**config.mk**
```make
export PLATFORM = sky130hd
export DESIGN_NAME = axis_packet_fifo
export DESIGN_NICKNAME = d
export VERILOG_FILES = /design/src/rtl/axis_fifo_pkg.sv /design/src/rtl/axis_fifo_ram.sv /design/src/rtl/axis_packet_fifo.sv
export SDC_FILE = /design/constraint.sdc
export NUM_CORES = 1
export LEC_CHECK = 0
export BUFFER_PORTS_ARGS = -buffer_cell sky130_fd_sc_hd__buf_4
export CAP_MARGIN = 20
export CORE_MARGIN = 2
export CORE_UTILIZATION = 45
export DETAILED_ROUTE_END_ITERATION = 12
export GPL_ROUTABILITY_DRIVEN = 0
export HOLD_SLACK_MARGIN = 0.05
export PLACE_DENSITY = 0.59
export SYNTH_ARGS = -nofsm -noshare
export SYNTH_HDL_FRONTEND = slang
export SYNTH_HIERARCHICAL = 1
export SYNTH_SLANG_ARGS = --single-unit
export TNS_END_PERCENT = 50
```
**constraint.sdc**
```tcl
create_clock -name clk -period 6.5 [get_ports clk]
set_clock_uncertainty 0.2 [all_clocks]
set_input_delay 1.625 -clock clk [delete_from_list [all_inputs] [get_ports clk]]
set_output_delay 1.625 -clock clk [all_outputs]
set_load 0.005 [all_outputs]
```
**src/rtl/axis_fifo_pkg.sv**
```systemverilog
// Shared defaults and sizing helpers for the AXI-Stream packet FIFO.
// Imported by the FIFO top and its storage sub-module.
package axis_fifo_pkg;

    localparam int DEF_DATA_WIDTH  = 8;
    localparam int DEF_DEPTH       = 16;
    localparam int DEF_PACKET_MODE = 1;

    // Occupancy counters need one extra bit to represent a completely full FIFO.
    function automatic int cnt_width(input int depth);
        return $clog2(depth) + 1;
    endfunction

endpackage

```
**src/rtl/axis_fifo_ram.sv**
```systemverilog
// Simple dual-port storage: synchronous write, asynchronous read.
// Each word holds {tlast, tdata}.
module axis_fifo_ram
    import axis_fifo_pkg::*;
#(
    parameter int WIDTH = DEF_DATA_WIDTH + 1,
    parameter int DEPTH = DEF_DEPTH,
    localparam int AW   = $clog2(DEPTH)
) (
    input  logic             clk,
    input  logic             wr_en,
    input  logic [AW-1:0]    wr_addr,
    input  logic [WIDTH-1:0] wr_data,
    input  logic [AW-1:0]    rd_addr,
    output logic [WIDTH-1:0] rd_data
);

    logic [WIDTH-1:0] mem [DEPTH];

    always_ff @(posedge clk) begin
        if (wr_en) begin
            mem[wr_addr] <= wr_data;
        end
    end

    assign rd_data = mem[rd_addr];

endmodule

```
**src/rtl/axis_packet_fifo.sv**
```systemverilog
// AXI-Stream FIFO with optional store-and-forward packet gating.
// A full FIFO holding no complete packet is released in cut-through fashion.
module axis_packet_fifo
    import axis_fifo_pkg::*;
#(
    parameter int DATA_WIDTH  = DEF_DATA_WIDTH,
    parameter int DEPTH       = DEF_DEPTH,
    parameter int PACKET_MODE = DEF_PACKET_MODE,
    localparam int CW         = cnt_width(DEPTH)
) (
    input  logic                  clk,
    input  logic                  reset,
    input  logic [DATA_WIDTH-1:0] input_tdata,
    input  logic                  input_tvalid,
    output logic                  input_tready,
    input  logic                  input_tlast,
    output logic [DATA_WIDTH-1:0] output_tdata,
    output logic                  output_tvalid,
    input  logic                  output_tready,
    output logic                  output_tlast,
    output logic [CW-1:0]         count,
    output logic [CW-1:0]         pkt_count,
    output logic                  oversize
);

    localparam int AW = $clog2(DEPTH);

    logic [AW-1:0]       wr_ptr;
    logic [AW-1:0]       rd_ptr;
    logic [DATA_WIDTH:0] rd_word;
    logic                full;
    logic                empty;
    logic                forced;
    logic                oversize_q;
    logic                wr_en;
    logic                rd_en;
    logic                wr_last;
    logic                rd_last;

    assign full  = (count == CW'(DEPTH));
    assign empty = (count == '0);

    // Forced release: nothing will ever complete a packet once full.
    assign forced = (PACKET_MODE != 0) && full && (pkt_count == '0);

    always_comb begin
        output_tvalid = !empty;
        if (PACKET_MODE != 0) begin
            output_tvalid = !empty && ((pkt_count != '0) || full);
        end
    end

    assign input_tready = !full;
    assign wr_en        = input_tvalid && input_tready;
    assign rd_en        = output_tvalid && output_tready;
    assign wr_last      = wr_en && input_tlast;
    assign rd_last      = rd_en && output_tlast;

    assign {output_tlast, output_tdata} = rd_word;
    assign oversize = oversize_q || forced;

    axis_fifo_ram #(
        .WIDTH (DATA_WIDTH + 1),
        .DEPTH (DEPTH)
    ) u_ram (
        .clk     (clk),
        .wr_en   (wr_en && !reset),
        .wr_addr (wr_ptr),
        .wr_data ({input_tlast, input_tdata}),
        .rd_addr (rd_ptr),
        .rd_data (rd_word)
    );

    always_ff @(posedge clk) begin
        if (reset) begin
            wr_ptr     <= '0;
            rd_ptr     <= '0;
            count      <= '0;
            pkt_count  <= '0;
            oversize_q <= 1'b0;
        end else begin
            if (wr_en) begin
                wr_ptr <= wr_ptr + AW'(1);
            end
            if (rd_en) begin
                rd_ptr <= rd_ptr + AW'(1);
            end
            case ({wr_en, rd_en})
                2'b10:   count <= count + CW'(1);
                2'b01:   count <= count - CW'(1);
                default: count <= count;
            endcase
            case ({wr_last, rd_last})
                2'b10:   pkt_count <= pkt_count + CW'(1);
                2'b01:   pkt_count <= pkt_count - CW'(1);
                default: pkt_count <= pkt_count;
            endcase
            if (forced) begin
                oversize_q <= 1'b1;
            end
        end
    end

endmodule

```
After elaboration in Yosys (flattened, before gate mapping) --
Memories as Yosys holds them, arrays and structs flattened. A register that Yosys moved wholly into a read port is not among the register bits. Index checks and enable logic that the tools add are counted.
Word-level totals: register bits 19, memory bits (writable) 144, bits of input ports 13, output and inout port bits 22, word-level logic and storage cells 40, memories kept 1
Memory list:
- u_ram.mem | depth 16, width 9, rd ports 1, clocked after Yosys merged registers in 1, write ports 1, RTL line axis_fifo_ram.sv:18 | logic [WIDTH-1:0] mem [DEPTH];
Cells by class: add/subtract/negate cells 6, eq/ne operators 5, mux-type cells 6, reduce and logical (&&, ||, !) cells 17
Operators with widths (number):
- $pmux 5 s2 | 2
- $add 5x1->5 const B | 2
- $logic_not 5->1 | 2
- $sub 5x1->5 const B | 2
- $add 4x1->4 const B | 2
- $mux 4 | 2
- $logic_and 1x1->1 | 7
- $eq 5x5->1 const B | 1
- $reduce_bool 5->1 | 1
- $eq 2x1->1 const B | 2
- $eq 2x2->1 const B | 2
- $reduce_bool 2->1 | 2
- $logic_not 1->1 | 3
- $logic_or 1x1->1 | 2
- $mux 1 | 2

Logic depth before layout (Yosys ltp) --
Gate-level depths: netlist of the first run.
word-level depth 7, depth in mapped cells 14, mapped depth without buffers 11

Hierarchy --
The synthesis of the first run kept the hierarchy.
By module, submodules not included:
- axis_fifo_ram | times used 1, cells each 245, area each 5600.4 um^2, seq. area each 4324.1 um^2
- axis_packet_fifo | times used 1, cells each 146, area each 1243.7 um^2, seq. area each 380.4 um^2

Worst setup path before layout of the first run --
OpenSTA, ideal clock, no wires.
path type input to register, start point input port reset, end point memory u_ram/mem[0][0] (netlist bit), enable pin, setup time 0.387 ns, arrival 3.382 ns, required time 5.913 ns, slack 2.531 ns, stages 5, buffers on the path 2, path through clkbuf_1 > clkbuf_1 > nor2_1 > or3b_2 > nor3_1
Between the ends: cells in the longest elaborated chain, start to end 4
RTL lines:
- start, declared | RTL line axis_packet_fifo.sv:12 | input logic reset,
- $logic_not 1->1 | RTL line axis_packet_fifo.sv:67 | .wr_en (wr_en && !reset),
- $logic_and 1x1->1 | RTL line axis_packet_fifo.sv:67
- $mux 1 | RTL line axis_fifo_ram.sv:21 | if (wr_en) begin
- $mux 1 (not written as such) | RTL line axis_fifo_ram.sv:22 | mem[wr_addr] <= wr_data;
- end, declared | RTL line axis_fifo_ram.sv:18
Every way passes these cells.

==> metrics.txt, run 1 <==
result of the run=complete, no violations; most frequent cell on the critical path=sky130_fd_sc_hd__buf_4; post-synthesis net count=around 420; total wirelength of the detailed-routed design=13,600 um; number of nets with antenna violations after routing=0; Avg Inst Size Synth=between 15 and 20 um2; actual transition at the worst max-transition pin=1070 ps; post-CTS setup buffers=0; met3 track demand over resource=3.60%; Resized Gates After CTS=0; GRT met2 Usage=between 20% and 30%; DR vias=roughly 3,600; Root Buffer=sky130_fd_sc_hd__clkbuf_16; placed instance area=about 0.0073 mm2; highest fanout seen on the critical path=29; area growth from synthesis to layout=16.8%; combinational family with the most area after synthesis=multiplexers; TritonCTS clock tree=yes; kind of critical path=flip-flop to primary output; Rows=45; clock buffer depth=2; number of slew-limit violations in the final report=0; share of power burned in registers=between 40% and 50%; clock slew seen by the registers of the worst setup and hold paths=~60 ps; number of remaining DRC errors=0; antenna violations before repair=0; Hold Buf Count CTS=0; first-pass GRT wire length=roughly 21,000 um; stage delay of the slowest cell on the critical path=about 1000 ps; total of fill cells in the finished design=~1,200; sinks on the clock net=163; list of cells traversed by the critical path=buf_4 > mux4_1 > a22oi_1 > nand2_1 > buf_4; Comb pwr share=19.2%; clk_lat worst skew=420 ps; clock period minus worst slack=around 4700 ps; element type at the critical path start=flip-flop; Warnings, synthesis=6; cell area power density=357 mW/mm2; ratio of final minimum period to clock period=72.2%; share of the yosys chip area belonging to registers=about 70%; source of the worst register-to-register timing path=rd_ptr[0]$_SDFFE_PP0P_; dominant register cell in the synthesized netlist=sky130_fd_sc_hd__edfxtp_1; compound-cell area share of the yosys netlist=3.86%; max-capacitance violation count=0; number of top-level pins=35; Worst Hold Class=flip-flop to flip-flop; start point of the critical path=rd_ptr[0]$_SDFFE_PP0P_; cell-internal power=between 2 and 2.5 mW; global routing's busiest layer=met2; ratio of cells with drive above 1 in the final layout=about a quarter; Total Neg Setup Slack=0 ps; net load switching power=slightly above 0.7 mW; width of the chip=approximately 130 um; multiplexer share of the synthesized area=13.8%; detailed-route wire length per cell=between 20 and 25 um; required time reported for the critical path endpoint=~4700 ps; routing usage on met1=between 20% and 30%; final setup violating endpoints=0; number of distinct library cells after synthesis=55; RSZ-0062 raised after global routing=no; cell at the slowest stage of the critical path=sky130_fd_sc_hd__dfxtp_2; arrival time at the worst endpoint=2870 ps; HPWL after detailed placement=around 8700 um; total CTS buffers=17; via density per instance=between 5 and 6; maximum number of pins on one net before global-route repair=37; count of TritonRoute iterations in the first routing pass=6; ys async rst share=0%; Leak Pwr=2.72 nW; number of global-route vias before repair=around 3,600; register area=0.00471 mm2; area of the core region=0.0150 mm2; Post-Synth Simple-Gate Area=under 10%; Vert. Die Dim=about 130 um; final hold vios=0; Starting Density=45.5%; global route total overflow=0; number of port buffers=34; number of H-tree levels=4; post-layout instance area=approximately 0.008 mm2; share of synthesized cell area in full adder, half adder and majority cells=around 2.1%; Sw Ratio=25.0%; number of storage elements in the synthesis netlist=approximately 160; Net count, final=roughly 470; hold path startpoint=rd_ptr[1]$_SDFFE_PP0P_; netlist area before placement=~0.0068 mm2; Setup crit end kind=primary output; clock share of power=36.6%; Max-slew headroom=28.1%; xor and xnor area share after synthesis=just over 1%; overall global routing resource usage=between 10% and 20%; Gate Count Post-Synth=just under 400; antenna cells=0; number of enable-type register cells in the synthesized netlist=144; VDD IR max=roughly 0.23 mV; multi-input combinational cell area=a little under 0.002 mm2; floorplan die area=0.0162 mm2; max frequency=between 200 and 250 MHz; number of DRC markers after the initial detailed-route iteration=~260
## state kept, by name, summed over array words and instances, names as in the netlist
signal      cells
u_ram/mem     144
pkt_count       5
count           5
oversize_q      1
wr_ptr          4
rd_ptr          4
## final cells by class
cell class / count / share of cell area (%)
flip-flops and latches: 163 / 58.9
multi-input cells: 201 / 24.7
clock buffers: 28 / 7.55
repair buffers: 49 / 4.88
well taps: 188 / 2.94
clock inverters: 4 / 0.611
inverters: 10 / 0.470
## cell usage in the layout (no fill, tap or decap), types with 3 or more instances in the layout
cell type and instances:
sky130_fd_sc_hd__nor2b_1 5, sky130_fd_sc_hd__ha_1 10, sky130_fd_sc_hd__buf_4 43, sky130_fd_sc_hd__a21oi_1 8, sky130_fd_sc_hd__nor2_1 36, sky130_fd_sc_hd__xor2_1 4
sky130_fd_sc_hd__a22oi_1 18, sky130_fd_sc_hd__nand2b_1 6, sky130_fd_sc_hd__clkbuf_1 3, sky130_fd_sc_hd__mux4_1 15, sky130_fd_sc_hd__xnor2_1 4, sky130_fd_sc_hd__buf_6 6
sky130_fd_sc_hd__or4_1 3, sky130_fd_sc_hd__clkbuf_8 3, sky130_fd_sc_hd__inv_1 10, sky130_fd_sc_hd__nand3_1 5, sky130_fd_sc_hd__nor3_1 7, sky130_fd_sc_hd__edfxtp_1 144
sky130_fd_sc_hd__mux4_2 21, sky130_fd_sc_hd__nand2_1 17, sky130_fd_sc_hd__clkbuf_16 22, sky130_fd_sc_hd__mux2i_1 4, sky130_fd_sc_hd__dfxtp_1 18
## power by group through the flow
stage | registers (mW) | logic (mW) | clock network (mW)
after detailed placement | 1.29 | 0.553 | 0
after CTS | 1.26 | 0.554 | 1.07
final | 1.26 | 0.547 | 1.05
after floorplan | 1.25 | 0.412 | 0
after global routing | 1.27 | 0.603 | 1.11
after global placement | 1.28 | 0.543 | 0
## layer usage
metal,vias to the layer above,wire (um)
met5,-,0
met4,0,269
met3,20,714
met2,102,6610
met1,1837,6040
li1,1672,-
## through the flow
step	power [mW]	utilization [%]	hold WS, ps	setup slack [ps]	cells
finish	2.85	53.2	322	1810	643
global route	2.98	53.2	393	1590	643
CTS	2.88	53.0	329	1700	641
floorplan	1.66	-	287	2530	391
detailed placement	1.84	48.7	320	2160	609
global placement	1.83	48.3	297	2050	604
## final timing paths
kind | slack, ps | to | cells after the start
worst max-delay path | 1810 | output_tdata[6] | 5
worst min-delay path | 320 | rd_ptr[1]$_SDFFE_PP0P_ | 2
worst max register to register | 2400 | pkt_count[4]$_SDFFE_PP0P_ | 11
worst min register to register | 320 | rd_ptr[1]$_SDFFE_PP0P_ | 2
## kinds of logic after synthesis
| kind of cell | after synthesis |
|---|---|
| simple gates | 101 |
| flops | 163 |
| compound gates | 38 |
| mux | 43 |
| buf+inv | 27 |
| xor+xnor | 8 |
| fa+ha+maj | 11 |
## cells in the mapped netlist (3+ instances only)
cell type,count,area [um2]
sky130_fd_sc_hd__edfxtp_1,144,4320
sky130_fd_sc_hd__nor2_1,36,135
sky130_fd_sc_hd__mux4_2,21,473
sky130_fd_sc_hd__dfxtp_1,19,380
sky130_fd_sc_hd__a22oi_1,18,135
sky130_fd_sc_hd__nand2_1,17,63.8
sky130_fd_sc_hd__mux4_1,15,394
sky130_fd_sc_hd__ha_1,10,125
sky130_fd_sc_hd__inv_1,10,37.5
sky130_fd_sc_hd__a21oi_1,8,40.0
sky130_fd_sc_hd__nor3_1,7,35.0
sky130_fd_sc_hd__clkbuf_1,6,22.5
sky130_fd_sc_hd__nand2b_1,6,37.5
sky130_fd_sc_hd__nand3_1,5,25.0
sky130_fd_sc_hd__nor2b_1,5,31.3
sky130_fd_sc_hd__mux2i_1,4,40.0
sky130_fd_sc_hd__xnor2_1,4,35.0
sky130_fd_sc_hd__xor2_1,4,35.0
sky130_fd_sc_hd__buf_2,3,15.0
sky130_fd_sc_hd__buf_6,3,33.8
sky130_fd_sc_hd__or4_1,3,22.5
## worst max-delay path: cells and delay by family (launching register included)
| kind | cells | cell delay (ps) |
|---|---|---|
| flip-flops | 1 | 980 |
| AO/OA/AOI/OAI | 1 | 260 |
| AND/OR/NAND/NOR | 1 | 90 |
| buffers and inverters | 2 | 540 |
| multiplexers | 1 | 580 |
No activity file was read; power rests on OpenSTA's default activity.
==> run 2, diff against run 1 <==
==> constraint.sdc (replaced) <==
create_clock -name clk -period 4.5 [get_ports clk]
set_clock_uncertainty 0.2 [all_clocks]
set_input_delay 1.125 -clock clk [delete_from_list [all_inputs] [get_ports clk]]
set_output_delay 1.125 -clock clk [all_outputs]
set_load 0.005 [all_outputs]
==> run 2 against run 1 <==
  * Cell area shrank 0.33%
  * Routed wire length is 1.3% lower
  * Count of clock-buffer cells in the layout down 9
  * Combinational power increased by 50%
  * Non-clock buffer count rose by 4
  * Global-route usage decreased by 0.10 points
  * Setup slack lost 1200 ps
  * Critical endpoint is now output_tdata[2]
  * Largest power group unchanged
==> metrics.txt, run 2 (synthesis results as in run 1) <==
Setup Slack @ Placement=796 ps (was 2160 ps); reg-to-reg slack, setup=910 ps (was 2400 ps); required time reported for the critical path endpoint=3170 ps (was 4680 ps); element type at the critical path start=flip-flop (unchanged); TritonCTS clock tree=yes (unchanged); Comb pwr share=19.9% (was 19.2%); number of port buffers=34 (unchanged); sinks on the clock net=163 (unchanged); number of nets with antenna violations after routing=0 (unchanged); number of remaining DRC errors=0 (unchanged); Starting Density=45.5% (unchanged); global route total overflow=0 (unchanged); clock period minus worst slack=between 3000 and 4000 ps; number of slew-limit violations in the final report=0 (unchanged); sum of met3 wire segment lengths after detailed routing=796 um (was 714 um); total wirelength of the detailed-routed design=13,500 um (was 13,600 um); clock share of power=36.2% (was 36.6%); final hold vios=0 (unchanged); HPWL after detailed placement=8640 um (was 8680 um); most frequent cells in the layout=sky130_fd_sc_hd__edfxtp_1, sky130_fd_sc_hd__buf_4, sky130_fd_sc_hd__nor2_1 (unchanged); Rows=45 (unchanged); DR vias=3,674 (was 3,631); largest register by flop count=u_ram/mem (unchanged); Hold Buf Count CTS=0 (unchanged); width of the chip=127 um (unchanged); share of power burned in registers=43.9% (was 44.2%); most frequent cell on the critical path=sky130_fd_sc_hd__buf_4 (unchanged); number of cells on the worst reg-to-reg path=11 (unchanged); detailed-route wire length per cell=20.8 um (was 21.2 um); Vert. Die Dim=127 um (unchanged); Setup crit end kind=primary output (unchanged); RSZ-0062 raised after global routing=no (unchanged); post-CTS setup buffers=0 (unchanged); number of global-route vias before repair=3,654 (was 3,621); final setup violating endpoints=0 (unchanged); result of the run=complete, no violations (unchanged); number of DRC markers after the initial detailed-route iteration=320 (was 264); Resized Gates After CTS=0 (unchanged); flip-flop count of the largest register after layout=144 (unchanged); via density per instance=5.68 (was 5.65); cell-internal power=3.05 mW (was 2.14 mW); net load switching power=1.07 mW (was 0.713 mW); worst-case setup margin in the final layout=618 ps (was 1810 ps); number of top-level pins=35 (unchanged); floorplan die area=0.0162 mm2 (unchanged); VDD IR max=0.258 mV (was 0.231 mV); area growth from synthesis to layout=16.4% (was 16.8%); maximum number of pins on one net before global-route repair=33 (was 37); Max-slew headroom=49.7% (was 28.1%); top flop regs=u_ram/mem x144, count x5, pkt_count x5 (unchanged); ratio of cells with drive above 1 in the final layout=24.6% (was 24.2%); clock slew seen by the registers of the worst setup and hold paths=60 ps (about the same); stage delay of the slowest cell on the critical path=580 ps (was 980 ps); clk_lat worst skew=410 ps (was 420 ps); Root Buffer=sky130_fd_sc_hd__clkbuf_16 (unchanged); Leak Pwr=2.70 nW (was 2.72 nW); kind of critical path=flip-flop to primary output (unchanged); cell at the slowest stage of the critical path=sky130_fd_sc_hd__dfxtp_2 (unchanged); hold depth=3 (was 2); area of the core region=0.0150 mm2 (unchanged); Worst Hold Class=flip-flop to flip-flop (unchanged); post-route met1 wirelength=5820 um (was 6040 um); overall global routing resource usage=17.7% (was 17.8%); max frequency=258 MHz; Total Neg Setup Slack=0 ps (unchanged); count of TritonRoute iterations in the first routing pass=4 (was 6); antenna violations before repair=0 (unchanged); antenna cells=0 (unchanged); max-capacitance violation count=0 (unchanged); actual transition at the worst max-transition pin=752 ps (was 1070 ps); clock buffer depth=2 (unchanged); first-pass GRT wire length=20,900 um (was 20,800 um); number of H-tree levels=4 (unchanged); Sw Ratio=26.0% (was 25.0%); Net count, final=470 (was 466); highest signal layer in the routed design=met4 (unchanged); routed length on met2=6790 um (was 6610 um); arrival time at the worst endpoint=2560 ps (was 2870 ps); highest fanout seen on the critical path=14 (was 29); cell area power density=518 mW/mm2 (was 357 mW/mm2); list of cells traversed by the critical path=buf_4 > mux4_1 > a22oi_1 > nand2_1 > buf_4 (unchanged); ratio of final minimum period to clock period=between 80% and 90%; total CTS buffers=17 (unchanged); most frequent standard cell in the layout excluding fill and tap cells=sky130_fd_sc_hd__edfxtp_1 (unchanged)
[run 2: worst max-delay path: cells and delay by family (launching register included)]
kind,cells,cell delay (ps)
AOI/OAI and AO/OA,1,360
buffers and inverters,2,500
DFF,1,580
muxes,1,580
and+or+nand+nor,1,120
[run 2: through the flow]
step                hold slack [ps]  util (%)  power (mW)  cells  area [um2]
finish                          362      53.0        4.13    647        7970
global route                    400      53.0        4.31    647        7970
CTS                             366      53.0        4.17    647        7970
detailed placement              346      48.9        2.67    615        7350
global placement                341      48.9        2.66    615        7350
floorplan                       287         -        2.40    391        6840
[run 2: area by class of cell]
| class | count | area (um2) |
|---|---|---|
| Clock buffer | 19 | 433 |
| Clock inverter | 13 | 185 |
| Fill cell | 1228 | 7070 |
| Inverter | 10 | 37.5 |
| Multi-Input combinational cell | 201 | 1970 |
| Sequential cell | 163 | 4710 |
| Tap cell | 188 | 235 |
| Timing Repair Buffer | 53 | 398 |
[run 2: path summary, 6_finish.rpt]
check	from	end
worst max-delay path	rd_ptr[0]$_SDFFE_PP0P_	output_tdata[2]
worst min-delay path	oversize_q$_SDFFE_PP0P_	oversize_q$_SDFFE_PP0P_
worst max register to register	rd_ptr[0]$_SDFFE_PP0P_	pkt_count[4]$_SDFFE_PP0P_
worst min register to register	oversize_q$_SDFFE_PP0P_	oversize_q$_SDFFE_PP0P_
[run 2: power by group through the flow]
| stage | sequential (mW) | clock (mW) | combinational, mW |
|---|---|---|---|
| after floorplan | 1.81 | 0 | 0.595 |
| after global placement | 1.84 | 0 | 0.817 |
| after detailed placement | 1.84 | 0 | 0.829 |
| after CTS | 1.81 | 1.53 | 0.832 |
| after global routing | 1.82 | 1.59 | 0.903 |
| final | 1.81 | 1.50 | 0.819 |
[run 2: routing by layer]
| metal | vias up | track usage [%] |
|---|---|---|
| met5 | - | 0 |
| li1 | 1685 | - |
| met3 | 4 | 4.40 |
| met1 | 1871 | 23.6 |
| met4 | 0 | 5.24 |
| met2 | 114 | 29.1 |
